File: src/rtl/mem_req_ctrl_pkg.sv
// Shared types and constants for the memory request controller:
// FSM state encoding, wait-counter width and the legal read-latency range.
package mem_req_ctrl_pkg;

  typedef enum logic [2:0] {
    IDLE,
    WR,
    RD,
    WAIT,
    RESP
  } state_t;

  localparam int CNT_W      = 3;
  localparam int RD_LAT_MIN = 1;
  localparam int RD_LAT_MAX = 7;

  // Counter preload for a given latency, clamped so an out-of-range parameter
  // still yields a usable value instead of wrapping the 3-bit counter.
  function automatic logic [CNT_W-1:0] rd_lat_load(input int rd_lat);
    int lat;
    lat = rd_lat;
    if (lat < RD_LAT_MIN) lat = RD_LAT_MIN;
    if (lat > RD_LAT_MAX) lat = RD_LAT_MAX;
    return CNT_W'(lat - 1);
  endfunction

endpackage

File: src/rtl/mem_req_ctrl.sv
// Single-outstanding request controller in front of a synchronous memory.
// Optional write acknowledge responses: define MEM_REQ_CTRL_WR_ACK_EN.
module mem_req_ctrl
  import mem_req_ctrl_pkg::*;
#(
  parameter  int DEPTH  = 32,
  parameter  int WIDTH  = 8,
  parameter  int RD_LAT = 1,
  localparam int ADDR_W = $clog2(DEPTH)
) (
  input  logic              clk,
  input  logic              rst_n,
  input  logic              req_valid,
  output logic              req_ready,
  input  logic              req_write,
  input  logic [ADDR_W-1:0] req_addr,
  input  logic [WIDTH-1:0]  req_wdata,
  output logic              rsp_valid,
  input  logic              rsp_ready,
  output logic [WIDTH-1:0]  rsp_rdata,
  output logic              rsp_is_write,
  output logic              mem_read,
  output logic              mem_write,
  output logic [ADDR_W-1:0] mem_addr,
  output logic [WIDTH-1:0]  mem_data_in,
  input  logic [WIDTH-1:0]  mem_data_out
);

  state_t             state_reg, state_next;
  logic [CNT_W-1:0]   cnt_reg, cnt_next;
  logic               ready_reg;
  logic [ADDR_W-1:0]  addr_reg;
  logic [WIDTH-1:0]   wdata_reg;
  logic [WIDTH-1:0]   rdata_reg;
  logic               accept;

  assign accept = (state_reg == IDLE) && req_valid && ready_reg;

  always_comb begin
    state_next = state_reg;
    cnt_next   = cnt_reg;
    case (state_reg)
      IDLE: begin
        if (accept) state_next = req_write ? WR : RD;
      end
      WR: begin
`ifdef MEM_REQ_CTRL_WR_ACK_EN
        state_next = RESP;
`else
        state_next = IDLE;
`endif
      end
      RD: begin
        cnt_next   = rd_lat_load(RD_LAT);
        state_next = WAIT;
      end
      WAIT: begin
        if (cnt_reg == '0) state_next = RESP;
        else               cnt_next   = cnt_reg - 1'b1;
      end
      RESP: begin
        if (rsp_ready) state_next = IDLE;
      end
      default: state_next = IDLE;
    endcase
  end

  // ready is registered from the next state so it stays low throughout reset
  // and rises on the first clock after release.
  always_ff @(posedge clk or negedge rst_n) begin
    if (!rst_n) begin
      state_reg <= IDLE;
      cnt_reg   <= '0;
      ready_reg <= 1'b0;
      addr_reg  <= '0;
      wdata_reg <= '0;
      rdata_reg <= '0;
    end else begin
      state_reg <= state_next;
      cnt_reg   <= cnt_next;
      ready_reg <= (state_next == IDLE);
      if (accept) begin
        addr_reg  <= req_addr;
        wdata_reg <= req_wdata;
      end
      if (state_reg == WAIT && cnt_reg == '0) rdata_reg <= mem_data_out;
`ifdef MEM_REQ_CTRL_WR_ACK_EN
      if (state_reg == WR) rdata_reg <= '0;
`endif
    end
  end

`ifdef MEM_REQ_CTRL_WR_ACK_EN
  logic is_write_reg;

  always_ff @(posedge clk or negedge rst_n) begin
    if (!rst_n)                                  is_write_reg <= 1'b0;
    else if (state_reg == WR)                    is_write_reg <= 1'b1;
    else if (state_reg == WAIT && cnt_reg == '0) is_write_reg <= 1'b0;
  end

  assign rsp_is_write = is_write_reg;
`else
  assign rsp_is_write = 1'b0;
`endif

  assign req_ready   = ready_reg;
  assign rsp_valid   = (state_reg == RESP);
  assign rsp_rdata   = rdata_reg;
  assign mem_read    = (state_reg == RD);
  assign mem_write   = (state_reg == WR);
  assign mem_addr    = addr_reg;
  assign mem_data_in = wdata_reg;

endmodule
File: config.mk
export PLATFORM = sky130hd
export DESIGN_NAME = mem_req_ctrl
export DESIGN_NICKNAME = d
export VERILOG_FILES = /design/src/rtl/mem_req_ctrl_pkg.sv /design/src/rtl/mem_req_ctrl.sv
export SDC_FILE = /design/constraint.sdc
export NUM_CORES = 1
export LEC_CHECK = 0
export BUFFER_PORTS_ARGS = -buffer_cell sky130_fd_sc_hd__buf_2
export CAP_MARGIN = 20
export CELL_PAD_IN_SITES_DETAIL_PLACEMENT = 1
export CELL_PAD_IN_SITES_GLOBAL_PLACEMENT = 2
export CORE_ASPECT_RATIO = 0.7
export CORE_UTILIZATION = 29
export DETAILED_ROUTE_END_ITERATION = 7
export GPL_TIMING_DRIVEN = 0
export PLACE_DENSITY_LB_ADDON = 0.1
export SKIP_CTS_REPAIR_TIMING = 1
export SLEW_MARGIN = 30
export SYNTH_ARGS = -nofsm -noshare
export SYNTH_HDL_FRONTEND = slang
export SYNTH_SLANG_ARGS = --single-unit
File: constraint.sdc
create_clock -name clk -period 2 [get_ports clk]
set_input_delay 0 -clock clk [delete_from_list [all_inputs] [get_ports clk]]
set_output_delay 0 -clock clk [all_outputs]
set_load 0.05 [all_outputs]
# After elaboration in Yosys (flattened, before gate mapping)
# Index checks and enable logic that the tools add are counted.
dict set report op_classes {
  n_addsub 1
  n_eq_ne 5
  n_mux 7
  n_reduce_logical 8
}
# cell count
set ops {}
lappend ops {{$mux W3} 4}
lappend ops {{$pmux W3 S4} 1}
lappend ops {{$logic_not A3 Y1} 3}
lappend ops {{$eq A3 B2 Y1 const B} 2}
lappend ops {{$pmux W3 S2} 1}
lappend ops {{$eq A3 B1 Y1 const B} 1}
lappend ops {{$eq A3 B3 Y1 const B} 1}
lappend ops {{$logic_and A1 B1 Y1} 3}
lappend ops {{$sub A3 B1 Y3 const B} 1}
lappend ops {{$mux W2} 1}
lappend ops {{$ne A2 B2 Y1 const B} 1}
lappend ops {{$reduce_and A2 Y1} 1}
lappend ops {{$reduce_bool A2 Y1} 1}
dict set report totals {
  regBits 28
  in_bits 26
  out_inout_bits 26
  wordCells 27
}

# Longest topological paths before layout
dict set report depth {
  word_depth 6
  mapped_depth 5
  mapped_depth_nobuf 5
}

# Least setup slack after synthesis
# OpenSTA, ideal clock, no wires.
dict set report synth_path {
  path_type {reg2out}
  startpoint {reg state_reg[0]}
  endpoint {out mem_write}
  arrival_ps 1592
  required_ps 2000
  slack_ps 408
  stages_incl_launch_ff 3
  path_buffers 0
  path_cell_list {dfrtp_1 inv_2 nor3_1}
}
dict set report synth_via {
  elab_chain_cells 1
}
# element line_no
set synth_rtl {}
lappend synth_rtl {{start, declared} mem_req_ctrl.sv:29} ;# state_t state_reg, state_next;
lappend synth_rtl {{start signal, assigned} mem_req_ctrl.sv:79} ;# state_reg <= state_next;
lappend synth_rtl {{$eq A3 B1 Y1} mem_req_ctrl.sv:111} ;# assign mem_write = (state_reg == WR);
lappend synth_rtl {{end, declared} mem_req_ctrl.sv:23} ;# output logic mem_write,
# Every way passes these cells.

# Final worst setup path
dict set report layout_path {
  startpoint {reg cnt_reg[0]}
  endpoint {reg rdata_reg[5], in the netlist rsp_rdata[5]}
}
dict set report layout_via {
  elab_chain_cells 2
}
# element line_no
set layout_rtl {}
lappend layout_rtl {{start, declared} mem_req_ctrl.sv:30} ;# logic [CNT_W-1:0] cnt_reg, cnt_next;
lappend layout_rtl {{start signal, assigned} mem_req_ctrl.sv:80} ;# cnt_reg <= cnt_next;
lappend layout_rtl {{$logic_not A3 Y1} mem_req_ctrl.sv:86} ;# if (state_reg == WAIT && cnt_reg == '0) rdata_reg <= mem_data_out;
lappend layout_rtl {{$logic_and A1 B1 Y1} mem_req_ctrl.sv:86}
lappend layout_rtl {{end signal, assigned} mem_req_ctrl.sv:86}
lappend layout_rtl {{end, declared} mem_req_ctrl.sv:34} ;# logic [WIDTH-1:0] rdata_reg;
# Every way passes these cells.
# A chain may end at the register's enable or synchronous reset.

==> parameters.txt <==
Parameter                              Value

Timing
  Fin. max-slew vios    0
  Crit path setup slack, layout    0.352 ns
  Transition time of the tightest slew-check pin    0.619 ns
  Worst relative slew slack    58.7%
  Total Negative Setup Slacks    0 ns
  Maximum clock rate    0.607 GHz
  Final setup skew    0.00112 ns
  Final setup violation count    0
  Number of hold violations in the final report    0
  Minimum clock period    1.65 ns
  RSZ-0062 raised after global routing    no
  Part of the cycle the worst path needs    82.4%
  Fin Hold WS    0.183 ns

Place
  Placed Area    1520 um^2
  Pre-CTS worst setup slack    0.316 ns
  Final RePlAce weighted congestion    0.661
  Count of input and output buffers    50

Setup path
  Highest net fanout along the worst path    9
  Family of cells with the greatest summed delay on the critical path    simple AND/OR/NAND/NOR gates
  R2r worst-path depth    5
  Critical-path top delay cell    dfrtp_1
  Buffers plus inverters on the worst setup path    1
  Kind of critical path    flop to flop
  CP Launch Type    flop
  Signal arrival time at the worst endpoint    1.81 ns
  Data required time of the worst path    2.16 ns
  Kind of end point of the critical path    flop
  Crit-path cells    inv_1 -> ha_1 -> and2b_1 -> nand4b_2 -> mux2_2
  Crit path largest cell delay    0.40 ns
  Logic depth of the worst setup path including buffers    5

Finish
  Non-Filler Cell Area, Final    1810 um^2
  Signed area change from the synthesized netlist to the final layout    50.9%
  Share of cells above drive strength 1    50.6%
  NumNets Final    189
  Count of inserted antenna diode cells    0

Global routing
  Combined global-route utilization of all metal layers    12.2%
  Initial antenna violation count    0
  Maximum number of pins on one net before global-route repair    29
  Wire length of the first global-routing pass    4.13 mm
  Total congestion overflow after global routing    0
  Number of global-route vias before repair    876

Clock tree
  CTS clk-pin slew, worst paths    0.09 ns
  TritonCTS sink count    28
  Num CTS Buffers    3
  Bufs on Longest Clock Path    2
  Number of H-tree levels    1
  Clk_lat worst skew    0.27 ns
  Clock tree from TritonCTS    yes
  Root buffer selected by CTS    clkbuf_8

Synthesis
  Most used flip-flop cell after synthesis    dfrtp_1
  Unique masters post-synth    28
  Part of the Yosys area used for sequential elements    58.4%
  Number of standard cells after synthesis    82
  Warning count from the yosys run    0
  Cells taking the most area after synthesis    dfrtp_1, mux2_2, mux2_4
  Area of the mapped netlist    1200 um^2
  Average footprint of a synthesized cell    14.6 um^2
  Post-synthesis net count    110
  FF+latch count, synth    28
  Share of the synthesized area in the top cell type    58.4%
  Dominant cell type by area after synthesis    dfrtp_1
  FFs w/ async S/R, synth    100%
  Number of flops mapped to enable cells by yosys    0

Route
  Drt pass-1 iters    2
  Number of nets still failing antenna checks after routing    0
  Via count of the routed design    939
  Initial DRC Count    12
  Average via count per standard cell    4.43
  Number of DRC violations after detailed routing    0
  Average detailed-routed wire length per instance    12.9 um
  Routed wire length    2.74 mm
  Top sig layer    met4
  Met2 routed WL    1.39 mm
  Wire length on met1    1.19 mm
  Routed wire length on met3    142 um

Min path
  Worst min-delay path class    primary input to flop
  Depth of the worst hold-timing path    3

Floorplan
  Number of top-level pins    52
  Die Height    55.8 um
  Initial standard-cell utilization of the core    30.4%
  Die W    78.9 um
  Core area    3950 um^2
  DIE AREA    4400 um^2
  Row count    19

Power
  Static Leakage    0.919 nW
  Final Total Pwr    3.08 mW
  Peak ir drop on the vdd network    0.808 mV
  Areal power density over the cells    1700 nW/um^2

Outcome
  Outcome    completed

Flow run
  Number of maximum-capacitance constraint violations    0
## cells in the final DEF (no fill, tap or decap), types with 2 or more instances in the layout
cell type,Yosys,layout
buf_2,0,50
dfrtp_1,28,28
dlygate4sd3_1,0,24
mux2_2,14,14
mux2_4,7,7
inv_1,4,4
o21ai_0,4,4
clkbuf_8,0,4
a21o_1,2,2
ha_1,2,2
## final cells by class
type	count	area, um^2
plain buffers	3	22.5
clock buffers	4	55.1
repair buffers	74	490
multi-input cells	46	458
inverters	5	18.8
fillers	439	2140
flip-flops and latches	28	701
well taps	52	65.1
## stage by stage
step | cells | util (%)
floorplan | 82 | -
global placement | 184 | 38.4
detailed placement | 184 | 38.4
CTS | 188 | 39.8
global route | 212 | 45.9
finish | 212 | 45.9
## synth_stat cells, types with 2 or more instances
master,number
o21ai_0,4
dfrtp_1,28
mux2_4,7
mux2_2,14
a21o_1,2
inv_1,4
ha_1,2
## power by group
group | total [mW] | leakage (nW) | internal, mW | switching (mW)
clock network | 0.344 | 0.0288 | 0.176 | 0.168
registers | 0.972 | 0.339 | 0.817 | 0.155
logic | 1.76 | 0.552 | 0.555 | 1.20
total | 3.08 | 0.919 | 1.55 | 1.53
## logic make-up after synthesis
logic type                 Yosys count  share of synthesized area [%]
AOI/OAI and AO/OA                   10                           5.53
DFF                                 28                           58.4
and+or+nand+nor                     12                           8.34
muxes                               21                           21.9
adders and majority gates            2                           2.09
buffers and inverters                8                           3.44
other                                1                          0.313
## worst register-to-register path: stages (launching register included)
cell	delay, ns
dfrtp_1	0.40
inv_1	0.08
ha_1	0.16
and2b_1	0.24
nand4b_2	0.30
mux2_2	0.37
## final timing paths
check                      slack [ns]                          to                     start
min in group asynchronous        0.29    rsp_rdata[2]$_DFFE_PN0P_                     rst_n
max reg2reg                      0.35    rsp_rdata[5]$_DFFE_PN0P_    cnt_reg[0]$_DFFE_PN0P_
min                              0.18  mem_data_in[0]$_DFFE_PN0N_                 req_valid
min reg2reg                      0.51    rsp_rdata[0]$_DFFE_PN0P_  rsp_rdata[0]$_DFFE_PN0P_
max                              0.35    rsp_rdata[5]$_DFFE_PN0P_    cnt_reg[0]$_DFFE_PN0P_
max in group asynchronous        1.31  mem_data_in[3]$_DFFE_PN0N_                     rst_n
## metal layers
| layer | global-route usage [%] | vias up |
|---|---|---|
| li1 | - | 439 |
| met1 | 15.8 | 466 |
| met2 | 20.1 | 32 |
| met3 | 3.93 | 2 |
| met4 | 2.34 | 0 |
| met5 | 0 | - |
(Power assumes the default switching activity.)
